File: config.mk
export PLATFORM = sky130hd
export DESIGN_NAME = redirect_controller_flat
export DESIGN_NICKNAME = d
export VERILOG_FILES = /design/src/rtl/redirect_controller_if.sv /design/src/rtl/redirect_controller.sv /design/src/flat_wrapper.sv
export SDC_FILE = /design/constraint.sdc
export NUM_CORES = 1
export LEC_CHECK = 0
export ABC_AREA = 1
export BUFFER_PORTS_ARGS = -buffer_cell sky130_fd_sc_hd__buf_2
export CORE_ASPECT_RATIO = 0.8
export CORE_MARGIN = 4
export CORE_UTILIZATION = 25
export DETAILED_ROUTE_END_ITERATION = 10
export PLACE_DENSITY = 0.4
export REMOVE_ABC_BUFFERS = 1
export SLEW_MARGIN = 15
export SYNTH_ARGS = -nofsm -noshare
export SYNTH_HDL_FRONTEND = slang
export SYNTH_SLANG_ARGS = --single-unit
File: constraint.sdc
create_clock -name clk -period 4.6 [get_ports clk]
set_clock_uncertainty 0.1 [all_clocks]
set_input_delay 0.23 -clock clk [delete_from_list [all_inputs] [get_ports clk]]
set_output_delay 0.23 -clock clk [all_outputs]
set_load 0.01 [all_outputs]
File: src/rtl/redirect_controller_if.sv
// Front-end control bundle between the hazard/branch logic and the redirect controller.
// The pipeline side drives the master modport. The controller uses the slave modport.
interface redirect_controller_if #(
  parameter int CNT_W = 16
) ();
  logic [1:0]       PCSrcE;
  logic             lwStall;
  logic             imem_ready;
  logic [1:0]       PCSelF;
  logic             StallF;
  logic             StallD;
  logic             FlushD;
  logic             FlushE;
  logic             squash_busy;
  logic [CNT_W-1:0] redirect_cnt;

  modport master (
    output PCSrcE, lwStall, imem_ready,
    input  PCSelF, StallF, StallD, FlushD, FlushE, squash_busy, redirect_cnt
  );

  modport slave (
    input  PCSrcE, lwStall, imem_ready,
    output PCSelF, StallF, StallD, FlushD, FlushE, squash_busy, redirect_cnt
  );
endinterface

File: src/rtl/redirect_controller.sv
// Sequences PC select, stall and flush controls around Execute-stage redirects,
// load-use hazards and instruction-memory back-pressure, with a wrong-path squash window.
module redirect_controller #(
  parameter int SQUASH_N = 1,
  parameter int CNT_W    = 16
) (
  input  logic                  clk,
  input  logic                  rst,
  redirect_controller_if.slave  bus
);

  typedef enum logic [1:0] {
    RUN    = 2'b01,
    SQUASH = 2'b10
  } state_t;

  localparam logic [3:0] SQ_INIT = 4'(SQUASH_N);

  state_t           state_q, state_d;
  logic [3:0]       sq_cnt_q, sq_cnt_d;
  logic [CNT_W-1:0] cnt_q, cnt_d;

  logic       redir;
  logic       in_squash;
  logic       state_legal;
  logic [1:0] pcsel;
  logic       stall_f, stall_d, flush_d, flush_e;

  assign redir       = (bus.PCSrcE == 2'b01) || (bus.PCSrcE == 2'b10);
  assign in_squash   = (state_q == SQUASH);
  assign state_legal = (state_q == RUN) || (state_q == SQUASH);

  always_ff @(posedge clk or negedge rst) begin
    if (!rst) begin
      state_q  <= RUN;
      sq_cnt_q <= '0;
      cnt_q    <= '0;
    end else begin
      state_q  <= state_d;
      sq_cnt_q <= sq_cnt_d;
      cnt_q    <= cnt_d;
    end
  end

  always_comb begin
    state_d  = state_q;
    sq_cnt_d = sq_cnt_q;
    pcsel    = 2'b00;
    stall_f  = 1'b0;
    stall_d  = 1'b0;
    flush_d  = 1'b0;
    flush_e  = 1'b0;

    if (redir) begin
      // Target always loads; the stalled Decode instruction is flushed, so lwStall is moot.
      pcsel   = bus.PCSrcE;
      flush_d = 1'b1;
      flush_e = 1'b1;
      if (SQUASH_N > 0) begin
        state_d  = SQUASH;
        sq_cnt_d = SQ_INIT;
      end else begin
        state_d  = RUN;
        sq_cnt_d = '0;
      end
    end else begin
      if (!bus.imem_ready) begin
        stall_f = 1'b1;
        flush_d = 1'b1;
        flush_e = bus.lwStall;
      end else begin
        if (bus.lwStall) begin
          stall_f = 1'b1;
          flush_e = 1'b1;
          stall_d = !in_squash;
        end
        if (in_squash) begin
          // Each accepted fetch in the window is wrong-path and is discarded.
          flush_d = 1'b1;
          if (sq_cnt_q > 4'd1) begin
            sq_cnt_d = sq_cnt_q - 4'd1;
          end else begin
            sq_cnt_d = '0;
            state_d  = RUN;
          end
        end
      end
      if (!state_legal) begin
        state_d  = RUN;
        sq_cnt_d = '0;
      end
    end
  end

  always_comb begin
    cnt_d = cnt_q;
    if (redir && (cnt_q != {CNT_W{1'b1}})) begin
      cnt_d = cnt_q + CNT_W'(1);
    end
  end

  // Reset forces bubbles into Decode and Execute regardless of inputs.
  assign bus.PCSelF       = rst ? pcsel   : 2'b00;
  assign bus.StallF       = rst ? stall_f : 1'b0;
  assign bus.StallD       = rst ? stall_d : 1'b0;
  assign bus.FlushD       = rst ? flush_d : 1'b1;
  assign bus.FlushE       = rst ? flush_e : 1'b1;
  assign bus.squash_busy  = in_squash;
  assign bus.redirect_cnt = cnt_q;

endmodule

File: src/flat_wrapper.sv
// flat-port wrapper written by rule: the top's interface ports become plain ports
module redirect_controller_flat 
#(
  parameter int SQUASH_N = 1,
  parameter int CNT_W    = 16
)
  (clk, rst, bus_PCSrcE, bus_lwStall, bus_imem_ready, bus_PCSelF, bus_StallF, bus_StallD, bus_FlushD, bus_FlushE, bus_squash_busy, bus_redirect_cnt);
  redirect_controller_if #(.CNT_W(CNT_W)) bus_i ();
  input  logic clk;
  input  logic rst;
  input wire logic [$bits(bus_i.PCSrcE)-1:0] bus_PCSrcE;
  input wire logic [$bits(bus_i.lwStall)-1:0] bus_lwStall;
  input wire logic [$bits(bus_i.imem_ready)-1:0] bus_imem_ready;
  output wire logic [$bits(bus_i.PCSelF)-1:0] bus_PCSelF;
  output wire logic [$bits(bus_i.StallF)-1:0] bus_StallF;
  output wire logic [$bits(bus_i.StallD)-1:0] bus_StallD;
  output wire logic [$bits(bus_i.FlushD)-1:0] bus_FlushD;
  output wire logic [$bits(bus_i.FlushE)-1:0] bus_FlushE;
  output wire logic [$bits(bus_i.squash_busy)-1:0] bus_squash_busy;
  output wire logic [$bits(bus_i.redirect_cnt)-1:0] bus_redirect_cnt;
  assign bus_i.PCSrcE = bus_PCSrcE;
  assign bus_i.lwStall = bus_lwStall;
  assign bus_i.imem_ready = bus_imem_ready;
  assign bus_PCSelF = bus_i.PCSelF;
  assign bus_StallF = bus_i.StallF;
  assign bus_StallD = bus_i.StallD;
  assign bus_FlushD = bus_i.FlushD;
  assign bus_FlushE = bus_i.FlushE;
  assign bus_squash_busy = bus_i.squash_busy;
  assign bus_redirect_cnt = bus_i.redirect_cnt;
  redirect_controller #(.SQUASH_N(SQUASH_N), .CNT_W(CNT_W)) u_core (.clk(clk), .rst(rst), .bus(bus_i));
endmodule
==> impl_results.html, run 1 <==
<table>
<tr><th>Metric</th><th>Value</th></tr>
<tr><th colspan="2">STA</th></tr>
<tr><td>Rel. slew slack</td><td>0.622</td></tr>
<tr><td>Post-route clock period utilization</td><td>0.454</td></tr>
<tr><td>Max Slew Vio Count</td><td>0</td></tr>
<tr><td>Final setup violation count</td><td>0</td></tr>
<tr><td>Sum of negative setup slack</td><td>0 ps</td></tr>
<tr><td>Peak Freq</td><td>between 400 and 500 MHz</td></tr>
<tr><td>Worst hold slack after final layout</td><td>around 220 ps</td></tr>
<tr><td>Final period demand of the worst path</td><td>~2100 ps</td></tr>
<tr><td>Worst Max-Slew Pin Slew</td><td>~570 ps</td></tr>
<tr><td>Hold violation count in the final report</td><td>0</td></tr>
<tr><td>Unrepaired setup endpoints after global routing</td><td>no</td></tr>
<tr><th colspan="2">Pwr</th></tr>
<tr><td>Reported leakage power</td><td>0.000884 uW</td></tr>
<tr><td>Peak VDD IR</td><td>0.000111 V</td></tr>
<tr><td>Tot Pwr</td><td>roughly 700 uW</td></tr>
<tr><td>P per Cell Area</td><td>just over 400 mW/mm2</td></tr>
<tr><th colspan="2">Synthesis</th></tr>
<tr><td>Top flip-flop cell by instance count after synthesis</td><td>dfrtp_1</td></tr>
<tr><td>Synthesis Warnings</td><td>0</td></tr>
<tr><td>Netlist Area Pre-Place</td><td>0.00145 mm2</td></tr>
<tr><td>Yosys cell types</td><td>26</td></tr>
<tr><td>Top-area cell type share of the netlist area</td><td>0.362</td></tr>
<tr><td>Average instance area after synthesis</td><td>about 7.2 um2</td></tr>
<tr><td>Sequential element share of the synthesized area</td><td>0.380</td></tr>
<tr><td>Most frequent cell after synthesis</td><td>nand2_1</td></tr>
<tr><td>Number of enable flip-flop cells after synthesis</td><td>0</td></tr>
<tr><td>Most frequent cells after synthesis</td><td>76 x nand2_1, 21 x dfrtp_1, 20 x inv_1</td></tr>
<tr><td>Cell type with the highest aggregate area in the netlist</td><td>dfrtp_1</td></tr>
<tr><td>Cells taking the most area after synthesis</td><td>dfrtp_1 36%, nand2_1 20%, ha_1 5.2%</td></tr>
<tr><td>Post-synthesis async set-or-reset flop share</td><td>1.00</td></tr>
<tr><td>Number of cells produced by synthesis</td><td>between 200 and 250</td></tr>
<tr><td>Number of storage elements in the synthesis netlist</td><td>22</td></tr>
<tr><th colspan="2">Setup path</th></tr>
<tr><td>Crit path max fanout</td><td>25</td></tr>
<tr><td>Maximum cell stage delay along the critical path</td><td>around 520 ps</td></tr>
<tr><td>Sequence of cells on the critical path</td><td>dlygate4sd3_1 -&gt; buf_2 -&gt; nand2_1 -&gt; inv_1 -&gt; nand3b_1 -&gt; nor2_1 -&gt; buf_2</td></tr>
<tr><td>Worst path required time</td><td>roughly 4300 ps</td></tr>
<tr><td>Count of buffer and inverter cells on the critical path</td><td>4</td></tr>
<tr><td>Category of the critical setup timing path</td><td>in2out</td></tr>
<tr><td>Type of origin of the critical path</td><td>input pin</td></tr>
<tr><td>Most common cell on crit path</td><td>buf_2</td></tr>
<tr><td>Top delay family on crit path</td><td>buffers and inverters</td></tr>
<tr><td>Arrival time of the worst setup path</td><td>between 1500 and 2000 ps</td></tr>
<tr><td>Standard cell with the maximum stage delay on the critical path</td><td>dlygate4sd3_1</td></tr>
<tr><td>Crit end category</td><td>output port</td></tr>
<tr><th colspan="2">Die</th></tr>
<tr><td>Starting density of the core</td><td>0.263</td></tr>
<tr><td>Std-Cell Rows</td><td>24</td></tr>
<tr><td>Core Area</td><td>around 0.0055 mm2</td></tr>
<tr><td>Width of the chip</td><td>between 90 and 100 um</td></tr>
<tr><td>Die Outline Area</td><td>around 0.0071 mm2</td></tr>
<tr><td>Ports placed on the boundary</td><td>29</td></tr>
<tr><td>DIE HEIGHT</td><td>~76 um</td></tr>
<tr><th colspan="2">Global route</th></tr>
<tr><td>Largest net degree at the start of global routing</td><td>26</td></tr>
<tr><td>Vias in the first global route</td><td>around 1200</td></tr>
<tr><td>GRT Resource Usage Total</td><td>0.103</td></tr>
<tr><td>Global-route congestion overflow total</td><td>0</td></tr>
<tr><td>Wire length of the first global-routing pass</td><td>~6000 um</td></tr>
<tr><td>Number of antenna violations at the first check in global routing</td><td>0</td></tr>
<tr><th colspan="2">Place</th></tr>
<tr><td>Number of buffers inserted by port buffering</td><td>28</td></tr>
<tr><td>Final HPWL DP</td><td>about 2600 um</td></tr>
<tr><td>Routability cong.</td><td>around 0.75</td></tr>
<tr><th colspan="2">CTS</th></tr>
<tr><td>Buffers inserted during post-CTS setup optimization</td><td>0</td></tr>
<tr><td>Max Root-Sink Buffers</td><td>2</td></tr>
<tr><td>Deepest level of the CTS H-tree</td><td>1</td></tr>
<tr><td>Number of sinks driven by the clock tree</td><td>22</td></tr>
<tr><td>TritonCTS clock tree</td><td>done</td></tr>
<tr><td>Total of cells resized after clock tree synthesis</td><td>0</td></tr>
<tr><td>Clk Latency, worst-skew pair</td><td>about 260 ps</td></tr>
<tr><td>Clock slew seen by the registers of the worst setup and hold paths</td><td>~80 ps</td></tr>
<tr><td>CTS buffer count</td><td>3</td></tr>
<tr><td>Clock tree root driver cell</td><td>clkbuf_8</td></tr>
<tr><td>Hold-fix buffers, CTS</td><td>1</td></tr>
<tr><th colspan="2">Drt</th></tr>
<tr><td>Initial detailed-routing violation count</td><td>39</td></tr>
<tr><td>Remaining antenna violation count after routing</td><td>0</td></tr>
<tr><td>Routed wire length</td><td>3400 um</td></tr>
<tr><td>Number of DRC violations after detailed routing</td><td>0</td></tr>
<tr><td>Post-detailed-route wirelength per cell</td><td>10.9 um</td></tr>
<tr><td>Overall via count from detail_route</td><td>around 1300</td></tr>
<tr><td>Ratio of routed vias to standard cells</td><td>about 4.1</td></tr>
<tr><td>Count of TritonRoute iterations in the first routing pass</td><td>4</td></tr>
<tr><th colspan="2">Final layout</th></tr>
<tr><td>Final net count</td><td>approximately 250</td></tr>
<tr><td>Antenna cells</td><td>0</td></tr>
<tr><td>Synth-to-layout area growth</td><td>19.3%</td></tr>
<tr><td>Fraction of final layout cells with drive strength greater than 1</td><td>0.239</td></tr>
<tr><td>Fill cell instance count of the final layout</td><td>620</td></tr>
<tr><th colspan="2">Status</th></tr>
<tr><td>Result of the run</td><td>complete, no violations</td></tr>
<tr><th colspan="2">Worst hold path</th></tr>
<tr><td>Class of the worst hold path</td><td>in2reg</td></tr>
<tr><th colspan="2">Run</th></tr>
<tr><td>Max capacitance violation total</td><td>0</td></tr>
</table>
layout make-up:
class	instances	area, um2	share of cell area
repair buffers	29	150	0.0866
multi-input cells	155	788	0.455
flip-flops and latches	22	552	0.318
inverters	24	90.1	0.0520
clock buffers	4	55.1	0.0318
well taps	78	97.6	0.0563
where the power goes:
group / switching [uW] / total, uW / internal, uW
clock: 66.8 / 143 / 76.4
combinational: 153 / 255 / 102
sequential: 59.3 / 301 / 242
registers in the layout (all words and copies together), names as in the netlist:
register / cells
u_core.sq_cnt_q: 4
u_core.bus.redirect_cnt: 16
u_core.state_q: 2
layer usage:
metal / vias up / GRT usage / wire, um
met3: 2 / 0.0257 / 129
met5: - / 0 / 0
met2: 16 / 0.151 / 1430
met4: 0 / 0.0176 / 15
met1: 561 / 0.154 / 1830
li1: 692 / - / -
cells by family after synthesis:
group | Yosys count | share of synthesized area
flip-flops | 22 | 0.380
XOR/XNOR | 6 | 0.0362
AND/OR/NAND/NOR | 128 | 0.396
AO/OA/AOI/OAI | 15 | 0.0586
adder cells (fa/ha/maj) | 6 | 0.0517
buffers and inverters | 26 | 0.0775
worst paths after layout:
check | to | cells past startpoint | from | slack (ps)
hold / removal | u_core.sq_cnt_q[1] | 3 | bus_imem_ready | 220
hold reg to reg | u_core.state_q[1] | 2 | u_core.state_q[1] | 400
setup reg to reg | u_core.bus.redirect_cnt[11] | 7 | u_core.bus.redirect_cnt[0] | 2910
min in group asynchronous | u_core.bus.redirect_cnt[2] | 2 | rst | 380
max in group asynchronous | u_core.state_q[0] | 2 | rst | 3640
setup / recovery | bus_StallD | 7 | rst | 2510
worst min-delay path, delay by kind of cell:
| family | cells | cell delay (ps) |
|---|---|---|
| buf+inv | 1 | 110 |
| compound gates | 1 | 90 |
| simple gates | 1 | 120 |
cells in the final DEF (no fill, tap or decap), types with 2 or more instances in the layout:
master / count
buf_2: 28
nand2_1: 76
nand4_1: 4
inv_1: 20
nor2_2: 7
nand3b_1: 2
nor2_1: 17
nor2_4: 2
nor3_1: 2
inv_2: 4
xnor2_1: 5
nand2_2: 7
dfrtp_1: 21
clkbuf_8: 4
ha_1: 6
o21ai_0: 7
a21oi_1: 3
nand3_1: 9
per-stage QoR:
stage	area (um2)	util	cells	setup WS [ps]
floorplan	1430	-	201	3060
global placement	1670	0.302	307	2900
detailed placement	1670	0.302	307	2890
CTS	1730	0.314	312	2430
global route	1730	0.314	312	2170
finish	1730	0.314	312	2510
Note: power is estimated with default switching activity, not from simulation.
==> inputs of run 2 (changes only) <==
ABC_AREA = 0   (was 1)
PLACE_DENSITY = 0.42   (was 0.4)
clock period = 1.8 ns   (was 4.6 ns; I/O delays follow)
==> impl_results.html, run 2 <==
<table>
<tr><th>Metric</th><th>Value</th></tr>
<tr><th colspan="2">Status</th></tr>
<tr><td>Result of the run</td><td>complete, no violations</td></tr>
<tr><th colspan="2">Global route</th></tr>
<tr><td>Vias in the first global route</td><td>1064 (-11%)</td></tr>
<tr><td>Number of antenna violations at the first check in global routing</td><td>0 (unchanged)</td></tr>
<tr><td>Largest net degree at the start of global routing</td><td>21 (-19%)</td></tr>
<tr><td>Layer with the highest usage</td><td>met2</td></tr>
<tr><td>Wire length of the first global-routing pass</td><td>5050 um (-16%)</td></tr>
<tr><td>Met2 demand-to-capacity share in global routing</td><td>0.166 (+0.0153)</td></tr>
<tr><td>Global-route congestion overflow total</td><td>0 (unchanged)</td></tr>
<tr><td>Fraction of met3 tracks used by global routing</td><td>0.0295 (+0.00381)</td></tr>
<tr><td>Met1 track demand over resource</td><td>0.141 (-0.0131)</td></tr>
<tr><td>GRT Resource Usage Total</td><td>0.104 (+0.000506)</td></tr>
<tr><th colspan="2">CTS</th></tr>
<tr><td>Clock tree root driver cell</td><td>clkbuf_8</td></tr>
<tr><td>Deepest level of the CTS H-tree</td><td>1 (unchanged)</td></tr>
<tr><td>CTS buffer count</td><td>3 (unchanged)</td></tr>
<tr><td>Clock slew seen by the registers of the worst setup and hold paths</td><td>80 ps (about the same)</td></tr>
<tr><td>Max Root-Sink Buffers</td><td>2 (unchanged)</td></tr>
<tr><td>Clk Latency, worst-skew pair</td><td>260 ps (about the same)</td></tr>
<tr><td>TritonCTS clock tree</td><td>done</td></tr>
<tr><td>Number of sinks driven by the clock tree</td><td>22 (unchanged)</td></tr>
<tr><th colspan="2">Setup path</th></tr>
<tr><td>Reg-to-reg setup timing slack</td><td>40 ps (-2870 ps)</td></tr>
<tr><td>Maximum cell stage delay along the critical path</td><td>370 ps (-150 ps)</td></tr>
<tr><td>Top delay family on crit path</td><td>simple AND/OR/NAND/NOR gates</td></tr>
<tr><td>Reg-to-reg critical path endpoint</td><td>u_core.bus.redirect_cnt[1]</td></tr>
<tr><td>Sequence of cells on the critical path</td><td>ha_2 -&gt; nand4_1 -&gt; nor4_4 -&gt; buf_6 -&gt; nor2_4 -&gt; mux2_4</td></tr>
<tr><td>Critical Path End</td><td>u_core.bus.redirect_cnt[1]</td></tr>
<tr><td>Worst path required time</td><td>1850 ps (-2420 ps)</td></tr>
<tr><td>Number of cells on the worst reg-to-reg path</td><td>6 (-1)</td></tr>
<tr><td>Standard cell with the maximum stage delay on the critical path</td><td>dfrtp_1</td></tr>
<tr><td>Type of origin of the critical path</td><td>flop</td></tr>
<tr><td>Logic depth of the worst setup path including buffers</td><td>6 (-1)</td></tr>
<tr><td>Worst setup path startpoint</td><td>u_core.bus.redirect_cnt[1]</td></tr>
<tr><td>R2r startpoint</td><td>u_core.bus.redirect_cnt[1]</td></tr>
<tr><td>Crit end category</td><td>flop</td></tr>
<tr><td>Arrival time of the worst setup path</td><td>1820 ps (+60 ps)</td></tr>
<tr><td>Count of buffer and inverter cells on the critical path</td><td>1 (-3)</td></tr>
<tr><td>Crit path max fanout</td><td>6 (-76%)</td></tr>
<tr><td>Category of the critical setup timing path</td><td>reg2reg</td></tr>
<tr><th colspan="2">Final layout</th></tr>
<tr><td>Number of flip-flops under the largest register name</td><td>16 (unchanged)</td></tr>
<tr><td>Area used by multi-input combinational logic</td><td>711 um2 (-9.8%)</td></tr>
<tr><td>Leading cell type in the layout, fill and taps excluded</td><td>buf_2</td></tr>
<tr><td>Final cell count without fillers</td><td>235 (-25%)</td></tr>
<tr><td>Final net count</td><td>188 (-24%)</td></tr>
<tr><td>Fill cell instance count of the final layout</td><td>484 (-22%)</td></tr>
<tr><td>Commonest cells after routing, fill and taps aside</td><td>28 x buf_2, 24 x buf_4, 21 x dfrtp_1</td></tr>
<tr><td>Antenna cells</td><td>0 (unchanged)</td></tr>
<tr><td>Synth-to-layout area growth</td><td>45.2%</td></tr>
<tr><td>Fraction of final layout cells with drive strength greater than 1</td><td>0.440 (+0.201)</td></tr>
<tr><td>Register Area</td><td>552 um2 (unchanged)</td></tr>
<tr><td>Post-layout utilization of the core</td><td>0.381 (+0.0672)</td></tr>
<tr><th colspan="2">Synthesis</th></tr>
<tr><td>Number of cells produced by synthesis</td><td>117 (-42%)</td></tr>
<tr><td>Post-synthesis async set-or-reset flop share</td><td>1.00 (unchanged)</td></tr>
<tr><td>Netlist Area Pre-Place</td><td>0.00122 mm2 (-16%)</td></tr>
<tr><td>Most frequent cells after synthesis</td><td>21 x dfrtp_1, 8 x nand2_1, 7 x inv_1, 7 x nand3_1, 7 x xnor2_1</td></tr>
<tr><td>Average instance area after synthesis</td><td>10.4 um2 (+46%)</td></tr>
<tr><td>Number of enable flip-flop cells after synthesis</td><td>0 (unchanged)</td></tr>
<tr><td>Top-area cell type share of the netlist area</td><td>0.431 (+0.0690)</td></tr>
<tr><td>Top flip-flop cell by instance count after synthesis</td><td>dfrtp_1</td></tr>
<tr><td>Yosys cell types</td><td>39 (+50%)</td></tr>
<tr><td>Number of storage elements in the synthesis netlist</td><td>22 (unchanged)</td></tr>
<tr><td>Synthesis Warnings</td><td>0 (unchanged)</td></tr>
<tr><td>Most frequent cell after synthesis</td><td>dfrtp_1</td></tr>
<tr><td>Cells taking the most area after synthesis</td><td>dfrtp_1 43%, ha_1 6.2%, xnor2_1 5.0%</td></tr>
<tr><td>Cell type with the highest aggregate area in the netlist</td><td>dfrtp_1</td></tr>
<tr><td>Sequential element share of the synthesized area</td><td>0.452 (+0.0725)</td></tr>
<tr><th colspan="2">Die</th></tr>
<tr><td>Ports placed on the boundary</td><td>29 (unchanged)</td></tr>
<tr><td>DIE HEIGHT</td><td>70.5 um (-7.5%)</td></tr>
<tr><td>Core Area</td><td>0.00465 mm2 (-16%)</td></tr>
<tr><td>Starting density of the core</td><td>0.262 (-0.000670)</td></tr>
<tr><td>Width of the chip</td><td>86.1 um (-7.6%)</td></tr>
<tr><td>Die Outline Area</td><td>0.00607 mm2 (-15%)</td></tr>
<tr><td>Std-Cell Rows</td><td>22 (-8.3%)</td></tr>
<tr><th colspan="2">Drt</th></tr>
<tr><td>Initial detailed-routing violation count</td><td>46 (+18%)</td></tr>
<tr><td>Overall via count from detail_route</td><td>1112 (-13%)</td></tr>
<tr><td>Count of TritonRoute iterations in the first routing pass</td><td>4 (unchanged)</td></tr>
<tr><td>Ratio of routed vias to standard cells</td><td>4.73 (+16%)</td></tr>
<tr><td>Number of DRC violations after detailed routing</td><td>0 (unchanged)</td></tr>
<tr><td>Remaining antenna violation count after routing</td><td>0 (unchanged)</td></tr>
<tr><td>Routed wire length</td><td>3070 um (-9.7%)</td></tr>
<tr><td>Post-detailed-route wirelength per cell</td><td>13.1 um (+20%)</td></tr>
<tr><th colspan="2">Pwr</th></tr>
<tr><td>Peak VDD IR</td><td>0.000564 V (+410%)</td></tr>
<tr><td>Tot Pwr</td><td>2050 uW (+190%)</td></tr>
<tr><td>P per Cell Area</td><td>1160 mW/mm2 (+190%)</td></tr>
<tr><td>Reported leakage power</td><td>0.000869 uW (-1.7%)</td></tr>
<tr><th colspan="2">STA</th></tr>
<tr><td>Hold violation count in the final report</td><td>0 (unchanged)</td></tr>
<tr><td>Max Slew Vio Count</td><td>0 (unchanged)</td></tr>
<tr><td>Final setup violation count</td><td>0 (unchanged)</td></tr>
<tr><td>Worst Max-Slew Pin Slew</td><td>339 ps (-228 ps)</td></tr>
<tr><td>Worst hold slack after final layout</td><td>115 ps (-108 ps)</td></tr>
<tr><td>Peak Freq</td><td>roughly 570 MHz</td></tr>
<tr><td>Post-layout worst setup margin</td><td>35.5 ps (-2470 ps)</td></tr>
<tr><td>Unrepaired setup endpoints after global routing</td><td>yes</td></tr>
<tr><td>Rel. slew slack</td><td>0.773 (+0.151)</td></tr>
<tr><td>Final period demand of the worst path</td><td>1760 ps</td></tr>
<tr><td>Post-route clock period utilization</td><td>0.980</td></tr>
<tr><th colspan="2">Place</th></tr>
<tr><td>Routability cong.</td><td>0.768 (+2.6%)</td></tr>
<tr><td>Post-placement cell count</td><td>224 (-27%)</td></tr>
<tr><td>Final HPWL DP</td><td>2350 um (-8.1%)</td></tr>
<tr><td>Place WS</td><td>-92.1 ps (-2980 ps)</td></tr>
<tr><td>Number of buffers inserted by port buffering</td><td>28 (unchanged)</td></tr>
<tr><th colspan="2">Run</th></tr>
<tr><td>Max capacitance violation total</td><td>0 (unchanged)</td></tr>
<tr><th colspan="2">Worst hold path</th></tr>
<tr><td>Class of the worst hold path</td><td>in2async</td></tr>
</table>
==> run 2: cell count changes after synthesis, sizes merged, moves of 3 or more <==
cell / previous run / this run
o21ai: 9 / 2
mux2: 0 / 3
and2: 0 / 5
xor2: 1 / 6
inv: 24 / 7
nand3: 10 / 7
nand2: 84 / 8
nor2: 26 / 6
==> run 2: cell families after synthesis <==
| logic type | share of synthesized area |
|---|---|
| compound gates | 0.0923 |
| xor+xnor | 0.0933 |
| fa+ha+maj | 0.0615 |
| buf+inv | 0.0246 |
| flops | 0.452 |
| mux | 0.0308 |
| simple gates | 0.245 |
==> run 2: area by class of cell <==
type                       instances  area share
clock buffer                       4      0.0311
inverter                           7      0.0148
multi-input combinational         87       0.401
sequential                        22       0.311
tap                               60      0.0424
timing repair buffer              55       0.199
==> run 2: worst min-delay path by stage <==
stage,cells past startpoint,end,startpoint,slack [ps]
floorplan,0,u_core.bus.redirect_cnt[0],rst,-310
global placement,1,u_core.sq_cnt_q[1],rst,-180
detailed placement,1,u_core.sq_cnt_q[1],rst,-170
CTS,2,u_core.sq_cnt_q[1],rst,110
global route,2,u_core.sq_cnt_q[1],rst,120
finish,2,u_core.sq_cnt_q[1],rst,110
==> run 2: through the flow <==
stage | cell area, um2 | setup TNS, ps
after floorplan | 1220 | -24.8
after global routing | 1770 | -418
after global placement | 1580 | -75.1
after CTS | 1690 | 0
after detailed placement | 1580 | -172
final | 1770 | 0
==> run 2: power breakdown <==
group / leakage, uW / switching (uW) / total, uW / internal (uW)
logic: 0.000557 / 481 / 967 / 486
clock network: 0.0000288 / 158 / 353 / 195
registers: 0.000283 / 97.8 / 728 / 631
==> run 2: worst register-to-register path: stages, from the launching register on <==
cell,delay (ps)
dfrtp_1,370
ha_2,190
nand4_1,180
nor4_4,330
buf_6,160
nor2_4,40
mux2_4,290
==> run 2: repair_timing <==
| item | in CTS | in global routing |
|---|---|---|
| setup endpoints to repair | 5 | 18 |
| cloned | 0 | 0 |
| pin swaps | 0 | 6 |
| endpoints found under the hold margin | 21 | 0 |
| hold buffers | 1 | 0 |
| resized for setup | 3 | 14 |
| setup buffers | 4 | 2 |
==> run 2: per-layer routing <==
metal / part of all wire / vias up
met5: 0 / -
met4: 0.0033 / 0
met3: 0.049 / 2
met2: 0.47 / 23
met1: 0.48 / 547
li1: - / 540
